`config.mk`:
```
export PLATFORM = sky130hd
export DESIGN_NAME = sbox_subword_pipe
export DESIGN_NICKNAME = d
export VERILOG_FILES = /design/src/rtl/sbox_subword_pipe.sv
export SDC_FILE = /design/constraint.sdc
export NUM_CORES = 2
export LEC_CHECK = 0
export CAP_MARGIN = 20
export CORE_MARGIN = 8
export CORE_UTILIZATION = 41
export DETAILED_ROUTE_END_ITERATION = 8
export PLACE_DENSITY = 0.61
export SLEW_MARGIN = 20
export SYNTH_ARGS = -nofsm -noshare
export SYNTH_HDL_FRONTEND = slang
export SYNTH_SLANG_ARGS = --single-unit
```
`constraint.sdc`:
```
create_clock -name clk_in -period 3.2 [get_ports clk_in]
set_input_delay 0.32 -clock clk_in [delete_from_list [all_inputs] [get_ports clk_in]]
set_output_delay 0.32 -clock clk_in [all_outputs]
set_load 0.02 [all_outputs]
```
`src/rtl/sbox_subword_pipe.sv`:
```
// AES SubWord/InvSubWord engine: synchronous-read S-box ROMs feeding a credit-controlled output FIFO.
// Optional inverse bank enabled by defining SBOX_INV_EN.
`default_nettype none

module generic_init_mem_2r #(
   parameter string INIT_FILE = "sbox.init",
   parameter string INV_FILE  = "inv_sbox.init"
) (
   input  logic       clk,
   input  logic       en,
   input  logic [7:0] addr_a,
   input  logic [7:0] addr_b,
   output logic [7:0] rd_a,
   output logic [7:0] rd_b
);
   // The image named by INIT_FILE is generated from the AES field arithmetic;
   // an empty name yields a blank ROM.
   localparam bit IS_INV = (INIT_FILE == INV_FILE);
   localparam bit BLANK  = (INIT_FILE == "");

   function automatic logic [7:0] rotl(input logic [7:0] v, input int n);
      return (v << n) | (v >> (8 - n));
   endfunction

   function automatic logic [7:0] gf_mul(input logic [7:0] a, input logic [7:0] b);
      logic [7:0] p;
      logic [7:0] x;
      p = 8'h00;
      x = a;
      for (int i = 0; i < 8; i++) begin
         if (b[i]) p = p ^ x;
         x = {x[6:0], 1'b0} ^ (x[7] ? 8'h1b : 8'h00);
      end
      return p;
   endfunction

   // x^254 is the multiplicative inverse, and maps 0 to 0.
   function automatic logic [7:0] gf_inv(input logic [7:0] x);
      logic [7:0] r;
      logic [7:0] p;
      r = 8'h01;
      p = x;
      for (int i = 1; i < 8; i++) begin
         p = gf_mul(p, p);
         r = gf_mul(r, p);
      end
      return r;
   endfunction

   function automatic logic [7:0] rom_entry(input logic [7:0] a);
      logic [7:0] b;
      if (BLANK) begin
         b = 8'h00;
      end else if (IS_INV) begin
         b = gf_inv(rotl(a, 1) ^ rotl(a, 3) ^ rotl(a, 6) ^ 8'h05);
      end else begin
         b = gf_inv(a);
         b = b ^ rotl(b, 1) ^ rotl(b, 2) ^ rotl(b, 3) ^ rotl(b, 4) ^ 8'h63;
      end
      return b;
   endfunction

   logic [7:0] rd_a_d, rd_a_q;
   logic [7:0] rd_b_d, rd_b_q;

   always_comb begin
      rd_a_d = rom_entry(addr_a);
      rd_b_d = rom_entry(addr_b);
   end

   always_ff @(posedge clk) begin
      if (en) begin
         rd_a_q <= rd_a_d;
         rd_b_q <= rd_b_d;
      end
   end

   assign rd_a = rd_a_q;
   assign rd_b = rd_b_q;
endmodule

module sbox_subword_pipe #(
   parameter int    NUM_BYTES = 4,
   parameter int    DEPTH     = 3,
   parameter string FWD_INIT  = "sbox.init",
   parameter string INV_INIT  = "inv_sbox.init",
   parameter int    CW        = $clog2(DEPTH + 1)
) (
   input  logic                   clk_in,
   input  logic                   rst_in,
   input  logic                   valid_in,
   output logic                   ready_out,
   input  logic                   inv_in,
   input  logic [8*NUM_BYTES-1:0] data_in,
   output logic                   valid_out,
   input  logic                   ready_in,
   output logic [8*NUM_BYTES-1:0] data_out,
   output logic [CW-1:0]          count_out
);
   localparam int W  = 8 * NUM_BYTES;
   localparam int PW = (DEPTH > 1) ? $clog2(DEPTH) : 1;

   logic          accept, push, pop;
   logic [CW-1:0] occupancy;
   logic [W-1:0]  fwd_word, rom_word;
   logic          v1_d, v1_q;
   logic [PW-1:0] wr_ptr_d, wr_ptr_q, rd_ptr_d, rd_ptr_q;
   logic [CW-1:0] fifo_count_d, fifo_count_q;
   logic [W-1:0]  fifo_mem_q [DEPTH];
`ifdef SBOX_INV_EN
   logic [W-1:0]  inv_word;
   logic          inv1_d, inv1_q;
`else
   logic          unused_inv;
   assign unused_inv = inv_in;
`endif

   // Two byte lanes per ROM instance, one per read port.
   for (genvar g = 0; g < NUM_BYTES / 2; g++) begin : g_lane_pair
      generic_init_mem_2r #(.INIT_FILE(FWD_INIT), .INV_FILE(INV_INIT)) u_fwd (
         .clk(clk_in), .en(accept),
         .addr_a(data_in[16*g +: 8]), .addr_b(data_in[16*g+8 +: 8]),
         .rd_a(fwd_word[16*g +: 8]),  .rd_b(fwd_word[16*g+8 +: 8])
      );
`ifdef SBOX_INV_EN
      generic_init_mem_2r #(.INIT_FILE(INV_INIT), .INV_FILE(INV_INIT)) u_inv (
         .clk(clk_in), .en(accept),
         .addr_a(data_in[16*g +: 8]), .addr_b(data_in[16*g+8 +: 8]),
         .rd_a(inv_word[16*g +: 8]),  .rd_b(inv_word[16*g+8 +: 8])
      );
`endif
   end

   always_comb begin
      // Credits count the word still in the ROM stage so a push never meets a full FIFO.
      occupancy = fifo_count_q + CW'(v1_q);
      ready_out = occupancy < CW'(DEPTH);
      count_out = occupancy;
      accept    = valid_in && ready_out;
      valid_out = (fifo_count_q != '0);
      pop       = valid_out && ready_in;
      push      = v1_q;
      data_out  = valid_out ? fifo_mem_q[rd_ptr_q] : '0;
      v1_d      = accept;
`ifdef SBOX_INV_EN
      inv1_d    = accept ? inv_in : inv1_q;
      rom_word  = inv1_q ? inv_word : fwd_word;
`else
      rom_word  = fwd_word;
`endif
      wr_ptr_d = wr_ptr_q;
      if (push) wr_ptr_d = (wr_ptr_q == PW'(DEPTH - 1)) ? '0 : wr_ptr_q + 1'b1;
      rd_ptr_d = rd_ptr_q;
      if (pop) rd_ptr_d = (rd_ptr_q == PW'(DEPTH - 1)) ? '0 : rd_ptr_q + 1'b1;
      fifo_count_d = fifo_count_q;
      if (push && !pop) fifo_count_d = fifo_count_q + 1'b1;
      else if (pop && !push) fifo_count_d = fifo_count_q - 1'b1;
   end

   always_ff @(posedge clk_in or posedge rst_in) begin
      if (rst_in) begin
         v1_q         <= 1'b0;
         wr_ptr_q     <= '0;
         rd_ptr_q     <= '0;
         fifo_count_q <= '0;
`ifdef SBOX_INV_EN
         inv1_q       <= 1'b0;
`endif
      end else begin
         v1_q         <= v1_d;
         wr_ptr_q     <= wr_ptr_d;
         rd_ptr_q     <= rd_ptr_d;
         fifo_count_q <= fifo_count_d;
`ifdef SBOX_INV_EN
         inv1_q       <= inv1_d;
`endif
      end
   end

   always_ff @(posedge clk_in) begin
      if (push) fifo_mem_q[wr_ptr_q] <= rom_word;
   end
endmodule

`default_nettype wire
```
# Yosys cells after proc, flatten, opt, wreduce, memory -nomap -nowiden
# Memories as Yosys holds them, arrays and structs flattened.
# Index checks and enable logic that the tools add are counted.
# word_totals
word_cells,1636
register_bits,39
n_memories,1
ram_bits,96
inputBits,37
# memory_table
memory,words,width,rd,rd_clocked_by_memory_dff,wr,line_no,text
fifo_mem_q,3,32,1,0,1,109,logic [W-1:0] fifo_mem_q [DEPTH];
# op_classes
n_eq_ne,2
n_lt_le_gt_ge,1
bitwise_logic,792
n_mux,819
n_addsub,5
reduce_logical,8
# ops
operator,n
bitwise XOR 8 bit,744
2-to-1 mux 8 bit,420
2-to-1 mux 5 bit,368
2-to-1 mux 32 bit,1
OR 8 x 1 -> 8 bit,4
OR 8 x 2 -> 8 bit,4
OR 8 x 3 -> 8 bit,4
OR 8 x 4 -> 8 bit,4
2-to-1 mux 7 bit,4
"inverter 1 bit, first input constant",28
2-to-1 mux 6 bit,4
2-to-1 mux 2 bit,8
2-to-1 mux 4 bit,4
inverter 4 bit,4
2-to-1 mux 3 bit,4
"adder 2 x 1 -> 2 bit, second input constant",3
2-to-1 mux 1 bit,6
"== test 2 bit, second input constant",2
logical AND 1 bit,4
nonzero test 2 bit,2
adder 2 x 1 -> 2 bit,1
zero test 1 bit,2
"less-than comparator 2 bit, second input constant",1
"subtractor 2 x 1 -> 2 bit, second input constant",1

# Logic depth before layout (Yosys ltp)
# logic_depth
word_depth,133
depth_mapped,70
mapped_depth_nobuf,60

# Hierarchy
# From an unflattened synthesis, not the netlist that was laid out.
# hier_totals
hier_cells,8328
hier_area_um2,65115.0
# by_module_without_submodules
mod,area_per_inst_um2,n_inst,cells_per_inst,seq_area_each_um2
generic_init_mem_2r (g_lane_pair[1].u_fwd),30500.5,1,4022,480.5
generic_init_mem_2r (g_lane_pair[0].u_fwd),30390.4,1,4070,480.5
sbox_subword_pipe,4224.1,1,236,3057.9

# Worst setup path after synthesis
# OpenSTA, ideal clock, no wires.
# synth_path
kind,input port to flip-flop
from,in data_in[16]
to,"reg g_lane_pair[1].u_fwd.rd_a_q[6], data pin"
n_path_buf,10
arrival_ps,15249
path_slack_ps,-12323
stages,67
required_ps,2926
path_cell_list,ha_1 > buf_2 > and2_1 > xnor2_1 > xnor2_1 > buf_2 > inv_1 > buf_2 > buf_2 > ha_1 > clkbuf_1 > nand2_1 > xor2_1 > buf_2 > xnor2_1 > buf_2 > inv_1 > ha_1 > (+31 left out) > a22o_1 > mux2_2 > a41oi_1 > xnor2_1 > clkbuf_1 > nor2_1 > xnor2_1 > xor2_1 > xor2_1 > xnor2_1 > nor2_1 > xnor2_1 > xnor2_1 > xnor2_1 > xnor2_1 > xnor2_1 > xnor3_1 > xor2_1
# synth_via
elab_chain_cells,129
word_cells_on_any_way,387
# synth_rtl
element,line_no,text
"start, declared",94,"input logic [8*NUM_BYTES-1:0] data_in,"
2-to-1 mux 8 bit,31,if (b[i]) p = p ^ x;
bitwise XOR 8 bit,31,
2-to-1 mux 8 bit,31,
bitwise XOR 8 bit,31,
2-to-1 mux 8 bit,31,
bitwise XOR 8 bit,31,
2-to-1 mux 8 bit,31,
bitwise XOR 8 bit,31,
(+113 left out),n/a,
bitwise XOR 8 bit / 2-to-1 mux 8 bit (equally long branches),31,
2-to-1 mux 8 bit *,31,
OR 8 x 1 -> 8 bit / 2-to-1 mux 8 bit (equally long branches),"22, 31",
bitwise XOR 8 bit / OR 8 x 2 -> 8 bit (equally long branches),"58, 22",
bitwise XOR 8 bit (2 in series),58,"b = b ^ rotl(b, 1) ^ rotl(b, 2) ^ rotl(b, 3) ^ rotl(b, 4) ^ 8'h63;"
bitwise XOR 8 bit *,58,
inverter 4 bit (no source line) *,n/a,
named net g_lane_pair[1].u_fwd.rd_a_d[6],63,"logic [7:0] rd_a_d, rd_a_q;"
"end signal, assigned",73,rd_a_q <= rd_a_d;
"end, declared",63,
# Mark *: on every way through the listed nets, which the timed path passes. The rest lies on a longest branch.
# A chain may end at the register's enable or synchronous reset.

# Final worst setup path
# layout_path
from,in data_in[23]
to,"reg g_lane_pair[1].u_fwd.rd_a_q[6], data pin"
# layout_via
elab_chain_cells,130
word_cells_on_any_way,390
# layout_rtl
element,line_no,text
2-to-1 mux 5 bit,32,"x = {x[6:0], 1'b0} ^ (x[7] ? 8'h1b : 8'h00);"
bitwise XOR 8 bit,32,
bitwise XOR 8 bit,31,
2-to-1 mux 8 bit,31,
bitwise XOR 8 bit,31,
2-to-1 mux 8 bit,31,
bitwise XOR 8 bit,31,
2-to-1 mux 8 bit,31,
(+113 left out),n/a,
2-to-1 mux 8 bit,31,
bitwise XOR 8 bit,31,
2-to-1 mux 8 bit *,31,
OR 8 x 1 -> 8 bit,22,return (v << n) | (v >> (8 - n));
bitwise XOR 8 bit (3 in series),58,
bitwise XOR 8 bit *,58,
inverter 4 bit (no source line) *,n/a,
named net g_lane_pair[1].u_fwd.rd_a_d[6],63,
# Marked as above.

==> metrics.yaml <==
floorplanning:
  rows: 144
  chipWidth_um: 408
  die_y_um: 408
  die-area_sq_um: 167000
  pin_count: 73
  core_sq_um: 153000
  start_util: 0.411
route:
  drt-initial-drc-count: 5754
  drc: 0
  totalWireLength_um: 222000
  vias_per_cell: 5.47
  wl_per_cell_um: 17.1
  via_count: 71100
  first_pass_iters: 6
  final_antenna_net_count: 0
cells_and_area:
  fin_util: 0.631
  fill_cells: 12500
  antenna_cells: 0
  stdcell_count: 13000
  area_delta_synth_final_pct: 53.4
  nNetsFinal: 11000
  drive_above_1_share: 0.400
critical_path:
  arrival_ns: 13.28
  cp_max_fo: 5
  critPathRequiredTime_ns: 3.37
  cp_slowest_stage_delay_ns: 0.50
  cpMaxStageDelayCell: "a2111o_1"
  end_kind: "flip-flop"
  cp-start-kind: "primary input"
  worstSetupPathType: "in -> reg"
  cpMostUsedCell: "xnor2_1"
cts:
  clock-root-buffer: "clkbuf_16"
  cts_inserted_buffers: 17
  hold_buffers: 0
  clk_latency_ns: 0.42
  cts_tree: "built"
  cts_buffer_depth: 2
  numClockSinks: 135
  path_clk_slew_ns: 0.06
  htree_levels: 4
synth:
  ys_seq_elements: 135
  synth_edf_count: 128
  synth_nets: 8551
  syn_inst: 8484
  seq_area_frac_synth: 0.0638
  synthArstFlopShare: 0.0519
  synth.distinct_cells: 115
  ys.flop_type: "edfxtp_1"
  syn_area_sq_um: 63000
  synth_warnings: 0
  syn-mean-instance-area_sq_um: 7.43
global_routing:
  grt_pass1_vias: 69100
  grt_pass1_wl_um: 347000
  grt_overflow: 0
  grt_max_degree: 36
  antenna_found_initial: 0
  grtUsageTotal: 0.240
sta:
  fmax_mhz: 76.2
  min_period_ns: 13.12
  clock_skew_ns: 0.0101
  fin_ws_ns: -9.92
  maxSlewViolCount: 0
  tightest_slew_ns: 1.06
  max-slew-margin-rel: 0.293
  hold_viol_final: 0
  rsz0062_at_grt: "yes"
  tns_ns: -307.60
  setup_violations: 32
  min_period_over_period: 4.10
placed_design:
  hpwl_um: 161000
  portBuffers: 71
  place.gp.congestion: 0.909
  dp.cells: 12500
job:
  max_cap_violations: 0
run_status:
  status: "complete, but fails checks"
  violations: "setup timing"
worst_hold_path:
  hold_class: "in -> async"
==> cells in the final DEF (no fill, tap or decap), types with 34 or more instances in the layout <==
master           netlist  final
buf_4                 27   2666
xnor2_1             1691   1309
nor2_1              1193   1104
nand2_1              877    852
a21oi_1              488    447
xor2_1               496    382
xnor2_2               86    369
o21ai_0              379    326
mux2i_1              246    220
nor3_1               238    198
buf_6                 10    185
nand3_1              185    180
xnor3_1              234    160
o22ai_1              148    130
edfxtp_1             128    128
xnor2_4               23    124
xor2_2                39    106
xnor3_2               15     89
inv_1                 85     70
a31oi_1               75     66
o211ai_1              66     66
buf_12                 0     65
nand2b_1              68     63
nor2_2                 4     59
o21ai_1               25     59
xor2_4                 8     55
a211oi_1              79     53
and2_1                63     50
nor2b_1               66     48
a22oi_1               55     47
clkdlybuf4s50_1        0     40
a21oi_2                1     38
nor2_4                 0     34
==> kinds of logic after synthesis <==
group	Yosys count	share of synthesized area
AO/OA/AOI/OAI	1759	0.179
XOR/XNOR	2628	0.453
adder cells (fa/ha/maj)	31	0.00611
buffers and inverters	699	0.0469
flip-flops	135	0.0638
multiplexers	291	0.0480
AND/OR/NAND/NOR	2941	0.203
==> worst max-delay path, delay by kind of cell <==
family / cells / cell delay (ns)
adders and majority gates: 4 / 1.12
buffers and inverters: 8 / 1.00
and+or+nand+nor: 11 / 1.82
muxes: 5 / 1.05
AOI/OAI and AO/OA: 16 / 4.03
xor gates and xnor gates: 21 / 3.88
==> layer usage <==
layer  part of all wire  wire [um]  GRT usage  vias to the layer above
li1                   -          -          -                    34100
met1               0.42      94300      0.314                    34100
met2               0.50     112000      0.433                     2367
met3              0.049      10900     0.0139                      472
met4              0.023       5170     0.0541                        0
met5                  0          0          0                        -
==> final timing paths <==
check,startpoint,end,slack [ns],cells past startpoint
max in group asynchronous,rst_in,rd_ptr_q[0]$_DFFE_PP0P_,2.82,2
hold reg to reg,g_lane_pair[1].u_fwd.rd_a[0]$_DFFE_PP_,fifo_mem_q[1][16]$_DFFE_PP_,0.47,0
setup / recovery,data_in[23],g_lane_pair[1].u_fwd.rd_a[6]$_DFFE_PP_,-9.92,65
setup reg to reg,fifo_count_q[1]$_DFFE_PP0P_,fifo_count_q[1]$_DFFE_PP0P_,1.03,7
hold / removal,rst_in,push$_DFF_PP0_,0.15,2
min in group clk_in,g_lane_pair[1].u_fwd.rd_a[0]$_DFFE_PP_,fifo_mem_q[1][16]$_DFFE_PP_,0.47,0
==> final cells by class <==
cell class,instances,area (sq um),share of cell area
multi-input cells,7655,64700,0.669
repair buffers,3003,24400,0.252
flip-flops and latches,135,4020,0.0416
well taps,2044,2560,0.0265
inverters,110,442,0.00457
clock buffers,17,425,0.00440
clock inverters,15,138,0.00142
==> metrics by stage <==
| step | hold WS, ns | setup WS (ns) | area [sq um] |
|---|---|---|---|
| finish | 0.146 | -9.92 | 96700 |
| global route | 0.169 | -10.50 | 96700 |
| CTS | 0.137 | -10.0 | 90300 |
| detailed placement | 0.462 | -11.04 | 85600 |
| global placement | 0.449 | -10.76 | 85600 |
| floorplan | 0.123 | -10.41 | 66000 |
==> registers in the layout, indices dropped and copies added (netlist names) <==
signal,cells
g_lane_pair.u_fwd.rd_b,16
push,1
fifo_count_q,2
fifo_mem_q,96
wr_ptr_q,2
rd_ptr_q,2
g_lane_pair.u_fwd.rd_a,16
==> synth_stat cells, drive strengths merged (39+ instances only) <==
cell	count	area, sq um
xnor2	1800	16800
nor2	1197	4500
nand2	878	3300
xor2	543	5200
a21oi	489	2450
o21ai	405	2030
clkbuf	372	1400
xnor3	249	5630
mux2i	248	2500
nor3	239	1200
buf	217	1140
nand3	185	926
o22ai	148	926
edfxtp	128	3840
inv	99	372
a211oi	84	656
a31oi	76	490
nand2b	68	425
and2	66	413
nor2b	66	413
o211ai	66	495
a22oi	55	413
or2	42	263
and3	40	250
mux2	39	439
==> timing repair <==
action	CTS	global route
pin swaps	271	513
resized for setup	464	819
cloned	10	7
endpoints found under the hold margin	0	0
buffers inserted	203	294
endpoints found under the setup margin	32	32
Power is not shown: default switching activity piles up to over one toggle a cycle in this logic, so the estimate is an artifact.
